**config.mk**
```make
export PLATFORM = sky130hd
export DESIGN_NAME = sm_result_sink
export DESIGN_NICKNAME = d
export VERILOG_FILES = /design/src/rtl/sm_result_sink.sv
export SDC_FILE = /design/constraint.sdc
export NUM_CORES = 1
export LEC_CHECK = 0
export BUFFER_PORTS_ARGS = -buffer_cell sky130_fd_sc_hd__buf_2
export CORE_ASPECT_RATIO = 1.75
export CORE_MARGIN = 1.5
export CORE_UTILIZATION = 40
export CTS_CLUSTER_DIAMETER = 30
export DETAILED_ROUTE_END_ITERATION = 8
export REMOVE_ABC_BUFFERS = 1
export SKIP_CTS_REPAIR_TIMING = 1
export SYNTH_ARGS = -nofsm -noshare
export SYNTH_HDL_FRONTEND = slang
export SYNTH_SLANG_ARGS = --single-unit
```
**constraint.sdc**
```tcl
create_clock -name clk_i -period 9.45 [get_ports clk_i]
set_input_delay 0.4725 -clock clk_i [delete_from_list [all_inputs] [get_ports clk_i]]
set_output_delay 0.4725 -clock clk_i [all_outputs]
set_load 0.02 [all_outputs]
```
**src/rtl/sm_result_sink.sv**
```systemverilog
// sm_result_sink: consumer endpoint for the stack machine result stream.
// Captures {err_code, out_data} words into a FIFO, serves them through a
// valid/ready port as a registered first-word fall-through, and keeps
// saturating run statistics.
// Optional feature: define SM_SINK_CHECKSUM_EN to build the running checksum
// of error-free captured words; otherwise checksum_o is tied to zero.
//
// state   | meaning
// --------+-----------------------------------------------------------
// S_IDLE  | waiting for the first result word or an empty-program fin
// S_RUN   | program running, words being captured
// S_DRAIN | fin seen, still capturing until the FIFO has emptied
// S_DONE  | FIFO drained after fin; new words are dropped until clear
module sm_result_sink #(
    parameter int DEPTH = 8,
    parameter int DW    = 20,
    parameter int CW    = 10
) (
    input  logic                     clk_i,
    input  logic                     rst_i,
    input  logic                     clear_i,
    input  logic                     d_valid_i,
    input  logic [DW-1:0]            out_data_i,
    input  logic [2:0]               err_code_i,
    input  logic                     fin_i,
    output logic                     rd_valid_o,
    input  logic                     rd_ready_i,
    output logic [DW+2:0]            rd_data_o,
    output logic [$clog2(DEPTH):0]   level_o,
    output logic [CW-1:0]            res_cnt_o,
    output logic [CW-1:0]            err_cnt_o,
    output logic [CW-1:0]            drop_cnt_o,
    output logic                     overflow_o,
    output logic                     done_o,
    output logic [DW-1:0]            checksum_o
);

    localparam int AW = $clog2(DEPTH);
    localparam int LW = AW + 1;

    typedef enum logic [1:0] {S_IDLE, S_RUN, S_DRAIN, S_DONE} state_t;

    state_t            state_q, state_d;
    logic              fin_q, fin_d;
    logic [DW+2:0]     mem_q [DEPTH];
    logic [AW-1:0]     wr_ptr_q, wr_ptr_d;
    logic [AW-1:0]     rd_ptr_q, rd_ptr_d;
    logic [LW-1:0]     level_q, level_d;
    logic [CW-1:0]     res_cnt_q, res_cnt_d;
    logic [CW-1:0]     err_cnt_q, err_cnt_d;
    logic [CW-1:0]     drop_cnt_q, drop_cnt_d;
    logic              overflow_q, overflow_d;

    logic              pop, full, in_done, wr, drop, fin_rise;

    assign rd_valid_o = (level_q != '0);
    assign pop        = rd_valid_o & rd_ready_i;
    assign full       = (level_q == LW'(DEPTH));
    assign in_done    = (state_q == S_DONE);
    // A pop frees the slot the write lands in, so a full FIFO still accepts.
    assign wr         = ~clear_i & d_valid_i & ~in_done & (~full | pop);
    assign drop       = ~clear_i & d_valid_i & (in_done | (full & ~pop));
    assign fin_rise   = fin_i & ~fin_q;

    assign rd_data_o  = rd_valid_o ? mem_q[rd_ptr_q] : '0;
    assign level_o    = level_q;
    assign res_cnt_o  = res_cnt_q;
    assign err_cnt_o  = err_cnt_q;
    assign drop_cnt_o = drop_cnt_q;
    assign overflow_o = overflow_q;
    assign done_o     = in_done;

    // Next-state logic for the sequencing FSM; clear overrides everything.
    always_comb begin
        state_d = state_q;
        if (clear_i) begin
            state_d = S_IDLE;
        end else begin
            case (state_q)
                S_IDLE:  if (fin_rise) state_d = S_DRAIN;
                         else if (d_valid_i) state_d = S_RUN;
                S_RUN:   if (fin_rise) state_d = S_DRAIN;
                S_DRAIN: if ((level_q == '0) && !wr) state_d = S_DONE;
                S_DONE:  state_d = S_DONE;
                default: state_d = S_IDLE;
            endcase
        end
    end

    // FIFO bookkeeping and saturating statistics.
    always_comb begin
        fin_d      = fin_i;
        wr_ptr_d   = wr_ptr_q;
        rd_ptr_d   = rd_ptr_q;
        level_d    = level_q + LW'(wr) - LW'(pop);
        res_cnt_d  = res_cnt_q;
        err_cnt_d  = err_cnt_q;
        drop_cnt_d = drop_cnt_q;
        overflow_d = overflow_q;
        if (clear_i) begin
            fin_d      = 1'b0;
            wr_ptr_d   = '0;
            rd_ptr_d   = '0;
            level_d    = '0;
            res_cnt_d  = '0;
            err_cnt_d  = '0;
            drop_cnt_d = '0;
            overflow_d = 1'b0;
        end else begin
            if (pop) rd_ptr_d = rd_ptr_q + AW'(1);
            if (wr) begin
                wr_ptr_d = wr_ptr_q + AW'(1);
                if (res_cnt_q != {CW{1'b1}}) res_cnt_d = res_cnt_q + CW'(1);
                if ((err_code_i != 3'b000) && (err_cnt_q != {CW{1'b1}}))
                    err_cnt_d = err_cnt_q + CW'(1);
            end
            if (drop) begin
                overflow_d = 1'b1;
                if (drop_cnt_q != {CW{1'b1}}) drop_cnt_d = drop_cnt_q + CW'(1);
            end
        end
    end

    // State and control registers.
    always_ff @(posedge clk_i or posedge rst_i) begin
        if (rst_i) begin
            state_q    <= S_IDLE;
            fin_q      <= 1'b0;
            wr_ptr_q   <= '0;
            rd_ptr_q   <= '0;
            level_q    <= '0;
            res_cnt_q  <= '0;
            err_cnt_q  <= '0;
            drop_cnt_q <= '0;
            overflow_q <= 1'b0;
        end else begin
            state_q    <= state_d;
            fin_q      <= fin_d;
            wr_ptr_q   <= wr_ptr_d;
            rd_ptr_q   <= rd_ptr_d;
            level_q    <= level_d;
            res_cnt_q  <= res_cnt_d;
            err_cnt_q  <= err_cnt_d;
            drop_cnt_q <= drop_cnt_d;
            overflow_q <= overflow_d;
        end
    end

    // Storage array; contents are only visible through rd_data while level != 0.
    always_ff @(posedge clk_i) begin
        if (wr) mem_q[wr_ptr_q] <= {err_code_i, out_data_i};
    end

`ifdef SM_SINK_CHECKSUM_EN
    logic [DW-1:0] checksum_q, checksum_d;

    // Modular sum of error-free captured words.
    always_comb begin
        checksum_d = checksum_q;
        if (clear_i) checksum_d = '0;
        else if (wr && (err_code_i == 3'b000)) checksum_d = checksum_q + out_data_i;
    end

    // Checksum register.
    always_ff @(posedge clk_i or posedge rst_i) begin
        if (rst_i) checksum_q <= '0;
        else       checksum_q <= checksum_d;
    end

    assign checksum_o = checksum_q;
`else
    assign checksum_o = '0;
`endif

endmodule

```
Word level (Yosys, flattened, before mapping). Memory sizes are Yosys's and may differ from the RTL's. Cells that the tools add are included. Widths: inputs -> output; s select.

Bitwise operators: 14. Add/subtract/negate cells: 7. Mux-type cells: 26. Reductions and logical operators: 17. Equal/unequal tests: 10.

Operators by type and width (number): $mux 10 (9); $add 10x1->10 const B (3); $ne 10x10->1 const B (3); $mux 23 (1); $mux 3 (4); $reduce_bool 2->1 (6); $mux 2 (5); $pmux 2 s4 (1); $and 1x1->1 (7); $add 3x1->3 const B (2); $ne 3x3->1 const B (2); $reduce_and 2->1 (3); $mux 1 (5); $not 1->1 (5); $add 4x1->4 (1); $eq 2x2->1 const B (2); $eq 4x4->1 const B (1); $logic_not 4->1 (1); $mux 4 (1); $ne 4x4->1 const B (1); $reduce_bool 4->1 (1); $sub 4x1->4 (1); $reduce_and 3->1 (1); $reduce_bool 3->1 (1); 5 further kinds (7).

Register bits after elaboration: 44. Input port bits: 29. Bits in writable memories: 184. Memories kept: 1. Word-level logic and storage cells: 84. Output and inout bits: 80.

Memory list: mem_q (depth 8, bits a word 23, read ports 1, clocked after memory_dff 0, wr ports 1, line 45) `logic [DW+2:0] mem_q [DEPTH];`.

Depth between registers and ports, before layout. Gate-level depths: netlist (run 1).

Depth in word-level cells: 9. Depth in mapped cells: 14. Mapped depth without buffers: 13.

Worst setup path before layout (run 1). Ideal clock, no wire load.

Path kind: reg2reg. Start: reg level_q[2] (netlist: level_o[2]). End: mem mem_q[0][0] in the netlist's numbering, enable pin. Clock period less this slack: 3694 ps. Cell stages (with the launch flop): 8. Path buffers: 1. Library setup time: 432 ps. Path slack: 5756 ps. Arrival time: 3262 ps. Required time: 9018 ps. Cells stage by stage: dfrtp_1 inv_1 ha_1 nand2b_2 a311oi_2 buf_2 nand2b_1 nor3_1.

Word-level cells in the longest chain between the ends: 6. Elaborated cells on any way between the ends: 8. Classes of those cells: eq/ne (1); mux (2); bitwise (4); reduce/logical (1).

Ends and longest elaborated chain: start: declaration (line 48) `logic [LW-1:0] level_q, level_d;`; start signal: assignment (line 141) `level_q <= level_d;`; $reduce_bool 4->1 / $eq 4x4->1 (equally long branches) (line 56, 58); $and 1x1->1 / $not 1->1 (equally long branches) (line 57, 61); $or 1x1->1 (*) (line 61) `assign wr = ~clear_i & d_valid_i & ~in_done & (~full | pop);`; $and 1x1->1 (*) (line 61); $mux 1 (*) (line 151) `if (wr) mem_q[wr_ptr_q] <= {err_code_i, out_data_i};`; $mux 1 (implied by the code) (*) (line 151); end: declaration (line 45).

Mark *: on every way between the ends. The rest lies on a longest branch, timed or not.

Worst setup path in the final report (run 1).
Start: reg rd_ptr_q[0]. End: out rd_data_o[16].

Word-level cells in the longest chain between the ends: 2.

Ends and longest elaborated chain: start: declaration (line 47) `logic [AW-1:0] rd_ptr_q, rd_ptr_d;`; start signal: assignment (line 140) `rd_ptr_q <= rd_ptr_d;`; $mem_v2 8x23; $mux 23 (line 65) `assign rd_data_o = rd_valid_o ? mem_q[rd_ptr_q] : '0;`; end: declaration (line 28) `output logic [DW+2:0] rd_data_o,`.

No other way between the ends.

==> results of run 1 <==
==> power by group <==
part	internal (mW)	switching [mW]	leakage (nW)	total, mW
clock	0.678	0.481	0.516	1.16
sequential	1.13	0.0456	2.26	1.18
combinational	0.276	0.389	1.41	0.665
==> cells in the mapped netlist (all sizes together), types with 3 or more instances <==
| cell | number |
|---|---|
| edfxtp | 184 |
| nor2 | 62 |
| mux4 | 46 |
| dfrtp | 44 |
| buf | 29 |
| mux2i | 27 |
| nand2 | 26 |
| clkbuf | 15 |
| nand2b | 12 |
| a21oi | 11 |
| xor2 | 11 |
| ha | 10 |
| inv | 10 |
| nor3 | 10 |
| nand3 | 9 |
| nand4 | 9 |
| o21ai | 8 |
| and3 | 5 |
| and4 | 5 |
| nor2b | 5 |
| or3 | 4 |
| xnor2 | 4 |
| a21o | 3 |
| and2 | 3 |
| mux2 | 3 |
==> layout make-up <==
type	instances	area, um^2
Sequential cell	228	6630
Clock buffer	36	825
Multi-Input combinational cell	315	2770
Tap cell	304	380
Fill cell	2014	12000
Timing Repair Buffer	101	538
Inverter	10	37.5
Clock inverter	22	235
==> path summary, 6_finish.rpt <==
check | startpoint | end | slack (ns)
max | rd_ptr_q[0] | rd_data_o[16] | 6.19
min in group clk_i | fin_i | fin_q | 0.16
max reg2reg | level_o[1] | level_o[1] | 6.21
min | rst_i | err_cnt_o[8] | 0.05
min reg2reg | overflow_o | overflow_o | 0.50
max in group asynchronous | rst_i | rd_ptr_q[0] | 8.98
==> through the flow <==
step                      hold WS (ns)  instance area (um^2)  std cells
after floorplan                  0.485                  9410        553
after global placement           0.489                 10400        958
after detailed placement         0.495                 10400        958
after CTS                       0.0534                 11400       1016
after global routing             0.109                 11400       1016
final                           0.0500                 11400       1016
==> per-layer routing <==
metal,routed length [um],share of wire [%]
met4,706,3.6
met1,7330,38
met3,1010,5.2
met5,0,0
met2,10300,53
==> cell families (layout without fill, tap and decap cells) <==
| kind of cell | count (synthesis) | after routing |
|---|---|---|
| AND/OR/NAND/NOR | 158 | 158 |
| adder cells (fa/ha/maj) | 11 | 11 |
| multiplexers | 76 | 76 |
| buffers and inverters | 54 | 169 |
| other | 1 | 20 |
| flip-flops | 228 | 228 |
| XOR/XNOR | 15 | 15 |
| AO/OA/AOI/OAI | 35 | 35 |
==> tightest hold or removal path, stage by stage <==
cell   delay, ns
buf_2       0.09
inv_1       0.04
buf_4       0.47
==> flip-flops by register name, summed over array words and instances (netlist names) <==
| register | cells |
|---|---|
| drop_cnt_o | 10 |
| fin_q | 1 |
| overflow_o | 1 |
| state_q | 2 |
| mem_q | 184 |
| level_o | 4 |
| rd_ptr_q | 3 |
| res_cnt_o | 10 |
| err_cnt_o | 10 |
| wr_ptr_q | 3 |
==> results.md, run 1 <==
- Drt wl/cell: about 19 um
- Initial DRC Count: 236
- Syn Std Cell Area: 0.00959 mm^2
- WP data arrival: 2.79 ns
- Post-synthesis compound-gate area fraction: 2.60%
- Clock-pin slew on the worst setup and hold paths: 0.06 ns
- First-pass DRT Iterations: 4
- Synth warn: 0
- Grt met2 use: 28.9%
- DRC errors left: 0
- Total Power Consumption: around 3 mW
- Max-slew headroom: 19.1%
- FP Rows: 74
- P_leak: 4.19 nW
- Hold Path Class: in -> async
- Unique masters post-synth: 53
- Area of the core: 0.0234 mm^2
- Worst-margin pin slew: 1.21 ns
- Status: finished, final reports clean
- Mux cell area share after synthesis: 14.0%
- Cell Pwr Density: 263 mW/mm^2
- Crit start category: flip-flop
- Final Skew: about 0.021 ns
- Synth Instances: 578
- Post-DR vias/cell: 5.16
- Layout area overhead: 19.0%
- Die Span Y: 208 um
- Final worst slack: 6.19 ns
- Simple logic cell fraction of the synthesized area: 8.37%
- Antenna cells: 0
- Num ports: between 100 and 150
- Vias in the first global route: ~5800
- Clock Tree Root: clkbuf_16
- CTS tree: yes
- Commonest non-fill, non-tap cell in the layout: edfxtp_1
- Count of port buffers added during placement: 88
- M3 GR Usage: 3.10%
- CP top delay family: buffers and inverters
- Top cell type's share of synthesized area: 57.6%
- First-pass GRT wire length: a little over 30000 um
- Detailed Place HPWL: 12100 um
- Routed via count: 5246
- Post-layout minimum cycle time: 3.26 ns
- Share of layout cells above drive strength 1: 31.5%
- GR peak layer: met2
- Critical Path End Type: primary output
- CP Cell Sequence: buf_4 > mux4_2 > mux2i_1 > nor2_1 > buf_2
- CTS buffer count: 31
- Number of synthesized register bits: 228
- Sequential-to-total area share from yosys stat: around 70%
- Initial antenna violation count: 1
- Chip Width: ~120 um
- Largest net degree at the start of global routing: 55
- Insertion delay to the later sink of the worst-skew pair: 0.57 ns
- Clock tree buffer depth: 3
- Post-synthesis adder-cell area fraction: 1.51%
- Largest stage delay on the critical path: 0.72 ns
- H-tree lvl count: 1
- Pre-CTS setup slack: 6.18 ns
- Crit share post-route: between 30% and 40%
- Final Max Slew Viols: 0
- Gpl congestion: between 0.7 and 0.8
- Max Cap Viol: 0
- Xor and xnor area share after synthesis: 1.37%
- Main combinational cell family by area after synthesis: multiplexers
- Worst ir drop on vdd: around 0.16 mV
- Total Routed Length: 19400 um
- Crit. path cell count: 5
- Final Setup Violations: 0
- # nets final: 727
- Total GRT Usage: 16.2%
- Util after Layout: 48.7%
- Worst path required time: ~9.0 ns
- GR Overflow Total: 0
- Commonest cells after routing, fill and taps aside: edfxtp_1 (184), buf_2 (88), nor2_1 (56), mux4_2 (46), dfrtp_1 (42)
- FF-to-FF path depth: 11
- Crit Path Category: reg -> out
- Top post-synthesis cells by area: edfxtp_1 (58%), dfrtp_1 (11%), mux4_2 (11%), mux2i_1 (2.8%), nor2_1 (2.4%)
- Die area: 0.0250 mm^2
- EDFF count, synth: ~180
- Worst-path maximum fanout: 46
- Post-route ant nets: 0
- Post-synth top flop: edfxtp_1
- Initial Utilization: 40.9%
- TritonCTS sink count: 228
- Fmax: 307 MHz
- Unrepaired setup endpoints after global routing: no
- Setup TNS: 0 ns
- CP Buf/Inv Count: 2
- Met1 Use GR: 18.3%
- Slowest stage cell, crit path: buf_4
- Post-synth ARST share: 19.3%
- Synth area leader: edfxtp_1
- Final hold violation count: 0
- Synth Area per Inst: 16.6 um^2
No activity file was read; power rests on OpenSTA's default activity.
==> inputs of run 2 (changes only) <==
clock period = 2.87 ns   (was 9.45 ns; I/O delays follow)
==> run 2 against run 1 <==
Net effect: via count up 2.6%; highest routed layer unchanged; the run now ends with negative hold slack left; core utilization up 2.0 points; cell area up 4.2%; clock skew down 0.0088 ns; critical endpoint is now mem_q[0][16].
==> results.md, run 2 (synthesized netlist as in run 1, its figures left out) <==
- Total Routed Length: 19400 um
- First-pass GRT wire length: 31000 um
- Layout area overhead: 23.9%
- Final Max Slew Viols: 0
- Count of port buffers added during placement: 88
- # nets final: 766
- Final worst slack: 0.258 ns
- Vias in the first global route: 5782
- Initial DRC Count: about 270
- Worst-margin pin slew: 0.682 ns
- Placed insts: 967
- Die area: 0.0250 mm^2
- Total GRT Usage: 16.1%
- H-tree lvl count: 2
- CP Cell Sequence: inv_1 > ha_1 > nand2b_2 > a311oi_2 > nand2b_1 > nor3_2 > buf_4
- Status: complete, but fails checks
- Final Hold Slack: -0.00738 ns
- Clock-pin slew on the worst setup and hold paths: approximately 0.06 ns
- Unrepaired setup endpoints after global routing: no
- Antenna cells: 0
- Routed via count: 5382
- Post-DR vias/cell: 5.11
- TritonCTS sink count: 228
- Max-slew headroom: between 50% and 60%
- Commonest cells after routing, fill and taps aside: edfxtp_1 (184), buf_2 (88), nor2_1 (56), mux4_2 (46), dfrtp_1 (42)
- Cell Pwr Density: a little under 900 mW/mm^2
- Largest net degree at the start of global routing: between 40 and 50
- DRC errors left: 0
- Post-route ant nets: 0
- Gpl congestion: approximately 0.8
- Clock tree buffer depth: 3
- Multi-input gate area in the final layout: 0.00277 mm^2
- Max Cap Viol: 0
- Util after Layout: 50.7%
- Critical Path End Type: flip-flop
- Share of layout cells above drive strength 1: 31.9%
- Worst path required time: ~3.0 ns
- Slowest stage cell, crit path: a311oi_2
- Crit Path Category: reg -> reg
- Crit share post-route: 91.0%
- P_leak: 4.41 nW
- CTS tree: yes
- Detailed Place HPWL: 12400 um
- Drt wl/cell: about 18 um
- Clock Tree Root: clkbuf_16
- Final Skew: ~0.012 ns
- Commonest non-fill, non-tap cell in the layout: edfxtp_1
- Violated checks: negative hold slack
- Final Setup Violations: 0
- Post-layout minimum cycle time: about 2.6 ns
- Max reg flops: approximately 180
- Initial antenna violation count: 0
- Die Span Y: 208 um
- Crit start category: flip-flop
- Largest reg by FF count: mem_q
- Non-filler cells, final: 1054
- Num ports: about 110
- Worst-path maximum fanout: 23
- Storage cell area: 0.00663 mm^2
- GR Overflow Total: 0
- Initial Utilization: 40.9%
- First-pass DRT Iterations: 4
- Fmax: between 300 and 400 MHz
- Final hold violation count: 1
- Setup TNS: 0 ns
- Insertion delay to the later sink of the worst-skew pair: 0.50 ns
- Hold Path Class: in -> reg
- FP Rows: 74
- Fill cells: 1953
- CTS buffer count: 35
- Chip Width: 120 um
- Largest stage delay on the critical path: 0.55 ns
- Area of the core: 0.0234 mm^2
- WP data arrival: 2.77 ns
- Pre-CTS setup slack: approximately 0.24 ns
- Worst ir drop on vdd: 0.462 mV
==> run 2: cell count changes in the layout (fill, tap and decap cells not counted), sizes merged <==
| cell | delta |
|---|---|
| clkinv | -2 |
| dlygate4sd3 | +26 |
| clkbuf | -1 |
| bufinv | +1 |
| buf | +9 |
| inv | +5 |
==> run 2: layout make-up <==
type                    instances  area share (%)
flip-flops and latches        228            55.8
multi-input cells             315            23.3
repair buffers                136            7.49
clock buffers                  35            7.37
well taps                     304            3.20
clock inverters                26            2.57
inverters                      10           0.316
==> run 2: stage by stage <==
step | cell area [um^2] | power, mW | hold slack [ns]
global placement | 10400 | 6.21 | 0.243
CTS | 11600 | 10.5 | -0.283
global route | 11900 | 10.8 | 0.00260
detailed placement | 10400 | 6.25 | 0.250
finish | 11900 | 10.4 | -0.00738
floorplan | 9410 | 5.50 | 0.207
==> run 2: path summary, 6_finish.rpt <==
check                                to  slack, ns  cells past startpoint        from
hold reg to reg              overflow_o       0.50                      2  overflow_o
setup reg to reg           mem_q[0][16]       0.26                      7  level_o[2]
hold / removal               overflow_o     -0.007                      3   d_valid_i
min in group asynchronous  res_cnt_o[8]       0.28                      3       rst_i
max in group asynchronous   rd_ptr_q[0]       1.76                      4       rst_i
setup / recovery           mem_q[0][16]       0.26                      7  level_o[2]
==> run 2: worst max-delay path: cells and delay by family (launching register included) <==
kind            cells  cell delay [ns]
flops               1             0.35
compound gates      1             0.55
buf+inv             2             0.46
fa+ha+maj           1             0.21
simple gates        3             0.70
==> run 2: routing by layer <==
metal  vias up  share of wire, %  routed length, um  track usage [%]
met5         -                 0                  0                0
met4         0               2.9                559             6.49
met3        39               4.5                884             3.65
met2       139                55              10700             29.4
met1      2719                37               7240             17.8
li1       2485                 -                  -                -
==> run 2: where the power goes <==
part	switching [mW]	internal [mW]
Sequential	0.116	3.73
Combinational	1.33	0.971
Clock	1.69	2.53
Total	3.14	7.23
